==> src/rtl/logic_op_unit.sv <==
// Registered bitwise logic unit with valid/ready handshake and multi-beat accumulate mode.
// Optional macro LOGIC_OP_PARITY_EN adds a registered even-parity output y_par = ^y.
module logic_op_unit #(
  parameter int unsigned WIDTH = 8,
  parameter int unsigned CNT_W = 4
) (
  input  logic             clk,
  input  logic             rst,
  input  logic             in_valid,
  output logic             in_ready,
  input  logic [WIDTH-1:0] a,
  input  logic [WIDTH-1:0] b,
  input  logic [2:0]       op,
  input  logic             acc_mode,
  input  logic             in_last,
  output logic             out_valid,
  input  logic             out_ready,
  output logic [WIDTH-1:0] y,
  output logic [CNT_W-1:0] beats,
`ifdef LOGIC_OP_PARITY_EN
  output logic             y_par,
`endif
  output logic             sat
);

  localparam logic [CNT_W-1:0] CNT_MAX = '1;
  localparam logic [CNT_W-1:0] CNT_ONE = CNT_W'(1);

  typedef enum logic { IDLE, ACC } state_t;

  state_t           state_q, state_d;
  logic [WIDTH-1:0] acc_q, acc_d;
  logic [2:0]       op_q, op_d;
  logic [CNT_W-1:0] cnt_q, cnt_d;
  logic             sacc_q, sacc_d;
  logic [WIDTH-1:0] y_d;
  logic [CNT_W-1:0] beats_d;
  logic             sat_d;
  logic             valid_d;
  logic             in_xfer;
  logic             cnt_hit;
  logic [CNT_W-1:0] cnt_inc;
  logic [WIDTH-1:0] acc_nxt;

  // Combine step: AND/OR/XOR families; PASS/NOT take the newest operand q.
  function automatic logic [WIDTH-1:0] base_f(input logic [2:0] f, input logic [WIDTH-1:0] p,
                                              input logic [WIDTH-1:0] q);
    case (f)
      3'b000, 3'b011: base_f = p & q;
      3'b001, 3'b100: base_f = p | q;
      3'b010, 3'b101: base_f = p ^ q;
      default:        base_f = q;
    endcase
  endfunction

  // Inversion applied once, at the output only.
  function automatic logic [WIDTH-1:0] final_f(input logic [2:0] f, input logic [WIDTH-1:0] v);
    case (f)
      3'b011, 3'b100, 3'b101, 3'b111: final_f = ~v;
      default:                        final_f = v;
    endcase
  endfunction

  assign in_ready = !(out_valid && !out_ready);
  assign in_xfer  = in_valid && in_ready;
  assign cnt_hit  = (cnt_q == CNT_MAX);
  assign cnt_inc  = cnt_hit ? cnt_q : cnt_q + CNT_ONE;
  assign acc_nxt  = base_f(op_q, acc_q, a);

  // Next-state and result-register update
  always_comb begin
    state_d = state_q;
    acc_d   = acc_q;
    op_d    = op_q;
    cnt_d   = cnt_q;
    sacc_d  = sacc_q;
    y_d     = y;
    beats_d = beats;
    sat_d   = sat;
    valid_d = out_valid && !out_ready;
    case (state_q)
      IDLE: begin
        if (in_xfer) begin
          if (!acc_mode || in_last) begin
            y_d     = final_f(op, base_f(op, b, a));
            beats_d = CNT_ONE;
            sat_d   = 1'b0;
            valid_d = 1'b1;
          end else begin
            acc_d   = base_f(op, b, a);
            op_d    = op;
            cnt_d   = CNT_ONE;
            sacc_d  = 1'b0;
            state_d = ACC;
          end
        end
      end
      ACC: begin
        if (in_xfer) begin
          acc_d  = acc_nxt;
          cnt_d  = cnt_inc;
          sacc_d = sacc_q || cnt_hit;
          if (in_last) begin
            y_d     = final_f(op_q, acc_nxt);
            beats_d = cnt_inc;
            sat_d   = sacc_q || cnt_hit;
            valid_d = 1'b1;
            state_d = IDLE;
          end
        end
      end
      default: state_d = IDLE;
    endcase
  end

  always_ff @(posedge clk or posedge rst) begin
    if (rst) begin
      state_q   <= IDLE;
      acc_q     <= '0;
      op_q      <= '0;
      cnt_q     <= '0;
      sacc_q    <= 1'b0;
      y         <= '0;
      beats     <= '0;
      sat       <= 1'b0;
      out_valid <= 1'b0;
    end else begin
      state_q   <= state_d;
      acc_q     <= acc_d;
      op_q      <= op_d;
      cnt_q     <= cnt_d;
      sacc_q    <= sacc_d;
      y         <= y_d;
      beats     <= beats_d;
      sat       <= sat_d;
      out_valid <= valid_d;
    end
  end

`ifdef LOGIC_OP_PARITY_EN
  // Parity tracks y exactly since both load from y_d
  always_ff @(posedge clk or posedge rst) begin
    if (rst) y_par <= 1'b0;
    else     y_par <= ^y_d;
  end
`endif

endmodule

==> config.mk <==
export PLATFORM = sky130hd
export DESIGN_NAME = logic_op_unit
export DESIGN_NICKNAME = d
export VERILOG_FILES = /design/src/rtl/logic_op_unit.sv
export SDC_FILE = /design/constraint.sdc
export NUM_CORES = 1
export LEC_CHECK = 0
export BUFFER_PORTS_ARGS = -buffer_cell sky130_fd_sc_hd__buf_2
export CAP_MARGIN = 5
export CORE_AREA = 2 2 81 83
export CTS_CLUSTER_SIZE = 12
export DETAILED_ROUTE_END_ITERATION = 16
export DIE_AREA = 0 0 83 85
export HOLD_SLACK_MARGIN = 0.15
export PLACE_DENSITY_LB_ADDON = 0.08
export SLEW_MARGIN = 20
export SYNTH_ARGS = -nofsm -noshare
export SYNTH_HDL_FRONTEND = slang
export SYNTH_SLANG_ARGS = --single-unit
==> constraint.sdc <==
create_clock -name clk -period 2 [get_ports clk]
set_clock_uncertainty 0.05 [all_clocks]
set_input_delay 0.3 -clock clk [delete_from_list [all_inputs] [get_ports clk]]
set_output_delay 0.3 -clock clk [all_outputs]
set_load 0.05 [all_outputs]
==> metrics.md, run 1 <==
| Metric | Value |
|---|---|
| Outcome | complete, no violations |
| Max-cap violations | 0 |
| Element type at the critical path start | register |
| Sw frac | 47.2% |
| Total track usage | 24.6% |
| Crit Path Class | register to register |
| Die height | 85 um |
| Post-CTS setup buffers | 0 |
| CTS buffer count | 5 |
| Hold Vio Cnt, Final | 0 |
| Yosys warning count | 0 |
| Mapped Cells | 390 |
| Reg power frac | 28.7% |
| Final Power | 3.75 mW |
| Skew-Pair Late Insertion Delay | between 0.2 and 0.3 ns |
| Final setup fails | 0 |
| Area of the multi-input gates | 2210 um2 |
| RR Startpoint | acc_q[4] |
| Seq cells post-synth | 31 |
| Worst vdd ir | 728 uV |
| Tcrit/Tclk final | 93.5% |
| Critical path startpoint | acc_q[4] |
| Pleak | 1.77 nW |
| Worst Path Max Fanout | 3 |
| Count of flip-flops with a built-in enable after synthesis | 0 |
| Slowest stage cell, crit path | dfrtp_1 |
| Pwr Density | 991 nW/um2 |
| Number of antenna violations at the first check in global routing | 0 |
| Share of cells above drive strength 1 | 26.1% |
| Most common cell after layout, fill and taps aside | buf_2 |
| Wire per inst | 16.4 um |
| Router iterations before antenna repair | 5 |
| Final Max Tran Viols | 0 |
| R2r endpoint | y[4] |
| First-pass GRT wire length | 14.2 mm |
| Seq/Total Area, Yosys | 23.4% |
| Filler cells | 555 |
| Critical path required time | 2.12 ns |
| Worst slew margin | a little under 70% |
| Via density | 5.91 |
| Antenna diode instance count | 0 |
| Reg2reg path depth | 7 |
| Total I/O pin count | 40 |
| Clock buffer depth | 2 |
| Initial drt markers | 216 |
| Commonest non-fill, non-tap cells in the layout | buf_2 (39), inv_1 (34), ha_1 (33) |
| Largest net degree at the start of global routing | 32 |
| Via count | 3062 |
| Async SR Flop Fraction | 100% |
| Worst path cell trace | inv_1, ha_1, mux2_2, o211ai_1, o221a_2, mux2i_1, nor3_2 |
| Part of the power in the clock network | 12.4% |
| CORE AREA | just over 6000 um2 |
| Placer congestion estimate | approximately 0.83 |
| Comb pwr share | around three fifths |
| DRC Markers | 0 |
| Primary FF master, synth | dfrtp_1 |
| Worst setup endpoint | y[4] |
| Clk slew on worst S/H paths | 0.06 ns |
| Netlist cell types | 53 |
| CTS tree | built |
| Syn_nets | 448 |
| Routed Antenna Nets | 0 |
| RSZ-0062 raised after global routing | false |
| Total Wirelength | between 8 and 9 mm |
| WHS Path Cells | 3 |
| Minimum clock period | 1.87 ns |
| Initial core utilization | 53.4% |
| Syn_area_per_cell | 8.50 um2 |
| Worst-Margin Slew | 0.456 ns |
| Net Sw Power | 1.77 mW |
| Max stage delay on crit path | between 0.3 and 0.4 ns |
| Hold Path Class | input port to register |
| Setup crit end kind | register |
| DIE AREA | between 7000 and 8000 um2 |
| FP Rows | 29 |
| Clock Sinks | 31 |
| Hold slack | 0.247 ns |
| Area delta synth->final | 14.1% |
| Nets | 500 |
| Vias in the first global route | 2947 |
| Syn Std Cell Area | 3310 um2 |
| Cell Int Power | ~2 mW |
| Clock root cell | clkbuf_8 |
| Grt total ovfl | 0 |
| Port-buffer cells | 39 |
| Chip width | 83 um |
| CTS H-tree lvls | 2 |
| WP data arrival | 1.99 ns |
| Post-DP HPWL | 6.44 mm |
| Max Fclk | 0.535 GHz |
| Sequential Area | 777 um2 |
| Worst reg2reg setup slack | 0.13 ns |
==> Yosys cell counts (3+ instances only) <==
library cell	n	area share (%)
o31ai_1	3	0.68
nand2b_1	21	4.0
dfrtp_1	31	23
a211oi_1	8	1.8
a2bb2oi_1	7	1.9
mux2_2	18	6.1
a21oi_1	30	4.5
clkbuf_1	5	0.57
o211ai_1	13	2.9
o22ai_1	7	1.3
buf_6	7	2.4
o221ai_1	7	1.9
nor2_1	28	3.2
buf_2	10	1.5
buf_4	4	0.91
mux2i_1	16	4.8
o21ai_0	18	2.7
o32ai_1	9	2.4
or2_2	5	0.94
o31a_1	3	0.79
ha_1	33	12
inv_1	34	3.9
a2111oi_0	4	1.1
a31oi_1	4	0.76
nand2_1	24	2.7
==> registers in the layout, indices dropped and copies added, names as in the netlist <==
signal,count
sat,1
op_q,3
y,8
out_valid,1
sacc_q,1
acc_q,8
beats,4
cnt_q,4
state_q,1
==> metrics by stage <==
stage | cells | util [%] | instance area [um2] | setup TNS, ns | worst slack, ns
2_1_floorplan | 390 | - | 3320 | 0 | 0.0773
3_3_place_gp | 511 | 59.6 | 3700 | 0 | 0.0633
3_5_place_dp | 511 | 59.6 | 3700 | -0.00956 | -0.00956
4_1_cts | 518 | 60.9 | 3780 | 0 | 0.0743
5_1_grt | 518 | 60.9 | 3780 | 0 | 0.0215
6_report | 518 | 60.9 | 3780 | 0 | 0.130
==> layer usage <==
metal	global-route usage [%]	vias up	part of all wire, %
li1	-	1525	-
met1	33.6	1448	48
met2	41.9	82	46
met3	2.63	7	4.4
met4	6.26	0	1.0
met5	0	-	0
==> layout make-up <==
type                    count  share of cell area [%]
repair buffers             73                    13.0
clock buffers               6                    1.92
flip-flops and latches     31                    20.6
multi-input cells         295                    58.4
well taps                  77                    2.55
inverters                  36                    3.57
==> power groups by stage <==
stage          sequential (mW)  clock, mW  combinational, mW
2_1_floorplan             1.34          0               1.40
3_3_place_gp              1.07          0               2.15
3_5_place_dp              1.08          0               2.20
4_1_cts                   1.07      0.476               2.21
5_1_grt                   1.11      0.497               2.42
6_report                  1.08      0.465               2.21
==> timing repair <==
action	in CTS	in global routing
endpoints found under the setup margin	0	2
hold endpoints to repair	31	0
hold buffers	1	0
resized for setup	0	1
==> how the worst min path moves through the flow <==
stage | slack, ns | startpoint | end
5_1_grt | 0.26 | out_ready | out_valid
6_report | 0.25 | out_ready | out_valid
2_1_floorplan | 0.35 | rst | acc_q[0]
4_1_cts | 0.24 | out_ready | out_valid
3_5_place_dp | 0.36 | rst | cnt_q[2]
3_3_place_gp | 0.35 | rst | beats[2]
==> worst max-delay path, delay by kind of cell, from the launching register on <==
kind | cells | cell delay (ns)
buf+inv | 1 | 0.06
flops | 1 | 0.39
simple gates | 1 | 0.06
fa+ha+maj | 1 | 0.28
compound gates | 2 | 0.42
mux | 2 | 0.50
==> kinds of logic (layout without fill, tap and decap cells) <==
family                   Yosys count  after routing  share of synthesized area, %
AND/OR/NAND/NOR                   97             97                          14.9
flip-flops                        31             31                          23.4
AO/OA/AOI/OAI                    129            129                          27.2
buffers and inverters             64            115                          10.2
multiplexers                      36             36                          11.9
adder cells (fa/ha/maj)           33             33                          12.5
No activity file was read; power rests on OpenSTA's default activity.
==> run 2: changes to the inputs <==
--- a/config.mk
+++ b/config.mk
@@ -7,10 +7,10 @@
 export LEC_CHECK = 0
 export BUFFER_PORTS_ARGS = -buffer_cell sky130_fd_sc_hd__buf_2
 export CAP_MARGIN = 5
-export CORE_AREA = 2 2 81 83
+export CORE_AREA = 2 2 82 84
 export CTS_CLUSTER_SIZE = 12
 export DETAILED_ROUTE_END_ITERATION = 16
-export DIE_AREA = 0 0 83 85
+export DIE_AREA = 0 0 84 86
 export HOLD_SLACK_MARGIN = 0.15
 export PLACE_DENSITY_LB_ADDON = 0.08
 export SLEW_MARGIN = 20
==> constraint.sdc (replaced) <==
create_clock -name clk -period 1.53 [get_ports clk]
set_clock_uncertainty 0.05 [all_clocks]
set_input_delay 0.2295 -clock clk [delete_from_list [all_inputs] [get_ports clk]]
set_output_delay 0.2295 -clock clk [all_outputs]
set_load 0.05 [all_outputs]
==> run 2 against run 1 <==
  * The run now ends with negative setup slack left
  * Die area is 2.4% higher
  * Critical path depth stayed put
  * Global-route usage is 1.8 points higher
==> metrics.md, run 2 (synthesis results as in run 1) <==
| Metric | Value |
|---|---|
| Hold slack | 0.164 ns (-0.0826 ns) |
| Comb pwr share | 63.2% (+4.3 points) |
| Filler cells | 497 (-10%) |
| Reg power frac | 22.4% (-6.3 points) |
| DIE AREA | 7220 um2 (+2.4%) |
| Area of the multi-input gates | 2450 um2 (+11%) |
| Total track usage | 26.3% (+1.8 points) |
| Minimum clock period | 1.76 ns (-0.108 ns) |
| Most common cell after layout, fill and taps aside | buf_4 |
| Wire per inst | 16.5 um (+0.69%) |
| Worst-Margin Slew | 0.606 ns (+0.151 ns) |
| Port-buffer cells | 39 (unchanged) |
| Nets | 546 (+9.2%) |
| Commonest non-fill, non-tap cells in the layout | buf_4 (73), buf_2 (39), a21oi_1 (30) |
| CTS H-tree lvls | 2 (unchanged) |
| Via density | 5.83 (-1.5%) |
| Total I/O pin count | 40 (unchanged) |
| Initial drt markers | 174 (-19%) |
| WP data arrival | 1.89 ns (-0.10 ns) |
| Non-filler instance count after layout | 566 (+9.3%) |
| Skew-Pair Late Insertion Delay | 0.29 ns (about the same) |
| Placed insts | 549 (+7.4%) |
| Die height | 86 um (+1.2%) |
| Place WS | -0.520 ns (-0.510 ns) |
| CTS tree | built |
| Router iterations before antenna repair | 4 (-1) |
| Share of cells above drive strength 1 | 41.1% (+15 points) |
| Chip width | 84 um (+1.2%) |
| Worst path cell trace | inv_2, ha_4, mux2_2, o211ai_1, o221a_2, mux2i_2, nor3_2 |
| Vias in the first global route | 3282 (+11%) |
| Sw frac | 44.1% (-3.1 points) |
| CORE AREA | 6280 um2 (+1.2%) |
| Pwr Density | 1350 nW/um2 (+36%) |
| Number of antenna violations at the first check in global routing | 0 (unchanged) |
| Worst Path Max Fanout | 3 (unchanged) |
| Critical path required time | 1.66 ns (-0.46 ns) |
| Part of the power in the clock network | 14.4% (+2.0 points) |
| DRC Markers | 0 (unchanged) |
| Area delta synth->final | 34.3% |
| CTS buffer count | 5 (unchanged) |
| Outcome | finished, violations left |
| Hold Path Class | input port to register |
| Grt total ovfl | 0 (unchanged) |
| GRT busiest layer | met2 |
| Setup crit end kind | register |
| Met3 Track Usage GR | 3.75% (+1.1 points) |
| Routed Antenna Nets | 0 (unchanged) |
| First-pass GRT wire length | 15.3 mm (+7.4%) |
| FP Rows | 29 (unchanged) |
| Antenna diode instance count | 0 (unchanged) |
| Final Max Tran Viols | 0 (unchanged) |
| Largest regs | acc_q x8, y x8 |
| Fin util | 70.9% (+9.9 points) |
| Net Sw Power | 2.65 mW (+50%) |
| Hold Vio Cnt, Final | 0 (unchanged) |
| Routing usage on met1 | 31.5% (-2.0 points) |
| Clock buffer depth | 2 (unchanged) |
| Clock Sinks | 31 (unchanged) |
| Via count | 3297 (+7.7%) |
| Crit Path Class | register to register |
| Initial core utilization | 52.8% (-0.62 points) |
| Element type at the critical path start | register |
| Max-cap violations | 0 (unchanged) |
| Min setup slack post-route | -0.231 ns (-0.362 ns) |
| Post-DP HPWL | 6.88 mm (+6.7%) |
| Max stage delay on crit path | 0.42 ns (+0.03 ns) |
| Clk slew on worst S/H paths | 0.07 ns (about the same) |
| Cell Int Power | 3.36 mW (+70%) |
| Pleak | 2.06 nW (+16%) |
| Worst vdd ir | 1700 uV (+130%) |
| Worst slew margin | 59.5% (-9.3 points) |
| CP Buf/Inv Count | 1 (unchanged) |
| Placer congestion estimate | 0.941 (+14%) |
| Failing checks | negative setup slack |
| Max Fclk | 0.568 GHz (+6.2%) |
| Sequential Area | 778 um2 (+0.16%) |
| Clock root cell | clkbuf_8 |
| Largest net degree at the start of global routing | 48 (+50%) |
| Slowest stage cell, crit path | dfrtp_1 |
| Total Wirelength | 9.33 mm (+10%) |
| Tcrit/Tclk final | 115% (+22 points) |
| Family with the most delay on the worst path | multiplexers |
| Met2 Usage GRT | 48.6% (+6.6 points) |
| RSZ-0062 raised after global routing | true |
| Final setup fails | 16 (+16) |
| Setup TNS | -2.59 ns (-2.59 ns) |
## run 2: changes by cell type in the layout (fill, tap and decap cells not counted), moves of 7 or more
cell	change
inv_2	+7
o221ai_2	+7
inv_1	-7
buf_4	+43
ha_4	+9
o221ai_1	-7
ha_1	-10
## run 2: final cells by class
class	instances	share of cell area (%)
multi-input combinational	295	55.0
inverter	36	3.04
clock buffer	6	1.86
sequential	31	17.5
tap	77	2.17
timing repair buffer	119	19.6
clock inverter	2	0.788
## run 2: power groups by stage
stage / Combinational, mW / Clock [mW] / Sequential, mW
after CTS: 3.66 / 0.878 / 1.34
after detailed placement: 3.43 / 0 / 1.34
final: 3.80 / 0.869 / 1.35
after floorplan: 1.99 / 0 / 1.75
after global placement: 3.38 / 0 / 1.33
after global routing: 4.11 / 0.914 / 1.39
## run 2: stage by stage
step	power [mW]	cell area, um2
finish	6.01	4450
global route	6.41	4450
CTS	5.88	4380
detailed placement	4.77	4100
global placement	4.71	4100
floorplan	3.74	3420
## run 2: worst min-delay path, stage by stage
cell	delay (ns)
buf_2	0.07
nand2b_4	0.12
nand2_1	0.05
## run 2: repair_timing
item / in CTS / in global routing
buffers inserted: 3 / 5
hold buffers: 1 / 0
pin swaps: 11 / 10
gates resized for setup: 23 / 6
gates cloned: 0 / 0
endpoints found under the hold margin: 31 / 0
setup endpoints to repair: 16 / 21
## run 2: layer usage
layer | share of wire, % | wire, um
met1 | 43 | 4000
met2 | 51 | 4740
met3 | 4.0 | 377
met4 | 2.3 | 213
met5 | 0 | 0
## run 2: final timing paths
check / startpoint / endpoint / slack (ns) / cells after the start
max: acc_q[4] / y[4] / -0.23 / 7
min: out_ready / out_valid / 0.16 / 3
min reg2reg: sat / sat / 0.43 / 2
min in group asynchronous: rst / beats[3] / 0.50 / 4
max in group asynchronous: rst / out_valid / 0.59 / 4
max reg2reg: acc_q[4] / y[4] / -0.23 / 7
==> run 3: changes to the inputs <==
--- a/config.mk
+++ b/config.mk
@@ -13,6 +13,7 @@
 export DIE_AREA = 0 0 84 86
 export HOLD_SLACK_MARGIN = 0.15
 export PLACE_DENSITY_LB_ADDON = 0.08
+export SKIP_CTS_REPAIR_TIMING = 1
 export SLEW_MARGIN = 20
 export SYNTH_ARGS = -nofsm -noshare
 export SYNTH_HDL_FRONTEND = slang
==> run 3 against run 2 <==
  * Highest routed layer unchanged
  * Clock power is 0.5% lower
  * Register-to-register slack worse by 0.06 ns
  * Combinational power is 1% lower
  * Via count is 0.76% lower
  * Sequential share of layout area is 0.099 points higher
  * Setup slack worse by 0.064 ns
  * Global-route usage is 0.81 points lower
  * Final cell count is 0.53% lower
  * Non-clock buffer count is 3 lower
  * Largest cell class unchanged
  * The run still ends with negative setup slack left
==> metrics.md, run 3 (synthesis results as in run 1) <==
| Metric | Value |
|---|---|
| Pleak | 2.05 nW (-0.54%) |
| Final Power | 5.98 mW (-0.60%) |
| Outcome | finished, violations left |
| CTS tree | built |
| DIE AREA | 7220 um2 (unchanged) |
| Worst slew margin | 60.8% (+1.4 points) |
| Min setup slack post-route | -0.295 ns (-0.0642 ns) |
| Pwr Density | 1350 nW/um2 (about the same) |
| Number of antenna violations at the first check in global routing | 0 (unchanged) |
| Nets | 543 (-0.55%) |
| Share of cells above drive strength 1 | 40.1% (-0.98 points) |
| Setup crit end kind | register |
| Initial drt markers | 243 (+40%) |
| Vias in the first global route | 3202 (-2.4%) |
| CP most frequent cell | buf_4 |
| Tcrit/Tclk final | 119% (+4.2 points) |
| Skew-Pair Late Insertion Delay | 0.29 ns (about the same) |
| WP data arrival | 2.00 ns (+0.11 ns) |
| Failing checks | negative setup slack |
| Wire per inst | 16.5 um (-0.18%) |
| Element type at the critical path start | register |
| Initial core utilization | 52.8% (unchanged) |
| Largest regs | acc_q x8, y x8 |
| FP Rows | 29 (unchanged) |
| Setup TNS | -3.27 ns (-0.685 ns) |
| Final setup fails | 16 (unchanged) |
| Max Fclk | 0.548 GHz (-3.5%) |
| Clock buffer depth | 2 (unchanged) |
| Antenna diode instance count | 0 (unchanged) |
| Die height | 86 um (unchanged) |
| Placer congestion estimate | 0.941 (unchanged) |
| Crit Path Class | register to register |
| Port-buffer cells | 39 (unchanged) |
| Total Wirelength | 9.27 mm (-0.71%) |
| Minimum clock period | 1.83 ns (+0.0642 ns) |
| Hold slack | 0.166 ns (+0.00146 ns) |
| Commonest non-fill, non-tap cells in the layout | buf_4 (69), buf_2 (39), a21oi_1 (30) |
| Routed Antenna Nets | 0 (unchanged) |
| Max stage delay on crit path | 0.38 ns (-0.04 ns) |
| Total track usage | 25.5% (-0.81 points) |
| Grt total ovfl | 0 (unchanged) |
| Most common cell after layout, fill and taps aside | buf_4 |
| Final Max Tran Viols | 0 (unchanged) |
| CTS buffer count | 5 (unchanged) |
| Cell Area, Placed | 4100 um2 (unchanged) |
| Clock Sinks | 31 (unchanged) |
| Largest net degree at the start of global routing | 48 (unchanged) |
| CORE AREA | 6280 um2 (unchanged) |
| Total I/O pin count | 40 (unchanged) |
| Worst path cell trace | buf_4, or2_1, o221a_2, buf_4, mux2_4, o21ai_1 |
| RSZ-0062 raised after global routing | true |
| Router iterations before antenna repair | 5 (+1) |
| Worst-Margin Slew | 0.586 ns (-0.0203 ns) |
| First-pass GRT wire length | 14.9 mm (-2.6%) |
| Clock root cell | clkbuf_8 |
| Max-cap violations | 0 (unchanged) |
| Fin util | 70.5% (-0.40 points) |
| Hold Vio Cnt, Final | 0 (unchanged) |
| Post-route cell area | 4420 um2 (-0.56%) |
| Via density | 5.81 (-0.23%) |
| DRC Markers | 0 (unchanged) |
| Chip width | 84 um (unchanged) |
| Hold Path Class | input port to register |
| Area delta synth->final | 33.5% |
| Worst Path Max Fanout | 4 (+1) |
| CTS H-tree lvls | 2 (unchanged) |
| Critical path required time | 1.70 ns (+0.04 ns) |
| Clk slew on worst S/H paths | 0.07 ns (about the same) |
| Via count | 3272 (-0.76%) |
| Worst vdd ir | 1680 uV (-1.1%) |
| Slowest stage cell, crit path | dfrtp_1 |
| Post-DP HPWL | 6.88 mm (unchanged) |
run 3: worst max-delay path: cells and delay by family (launching register included):
kind,cells,cell delay (ns)
flip-flops,1,0.38
buffers and inverters,2,0.30
AO/OA/AOI/OAI,2,0.46
AND/OR/NAND/NOR,1,0.32
multiplexers,1,0.25
run 3: metal layers:
layer	vias to the layer above	part of all wire, %	GRT usage (%)
met5	-	0	0
met3	26	4.1	3.66
li1	1602	-	-
met4	0	2.3	7.62
met2	90	50	47.1
met1	1554	43	30.9
run 3: per-stage QoR:
stage / cells / setup WS (ns)
final: 563 / -0.295
after global routing: 563 / -0.378
after CTS: 557 / -0.344
after detailed placement: 549 / -0.520
after global placement: 549 / -0.510
after floorplan: 390 / -0.249
run 3: where the power goes:
part           switching [mW]  internal [mW]
combinational            2.07           1.69
sequential              0.238           1.11
clock                   0.338          0.527
total                    2.64           3.33
run 3: final cells by class:
class,instances,area [um2]
clock buffers,6,82.6
well taps,77,96.3
inverters,36,135
repair buffers,116,855
fillers,498,1850
multi-input cells,295,2440
flip-flops and latches,31,778
clock inverters,2,35.0
run 3: final timing paths:
kind / startpoint / to / slack [ns] / cells after the start
max: op_q[0] / acc_q[4] / -0.30 / 6
min: out_ready / out_valid / 0.17 / 3
max reg2reg: op_q[0] / acc_q[4] / -0.30 / 6
min reg2reg: sat / sat / 0.43 / 2
max in group asynchronous: rst / out_valid / 0.59 / 4
min in group asynchronous: rst / beats[3] / 0.50 / 4
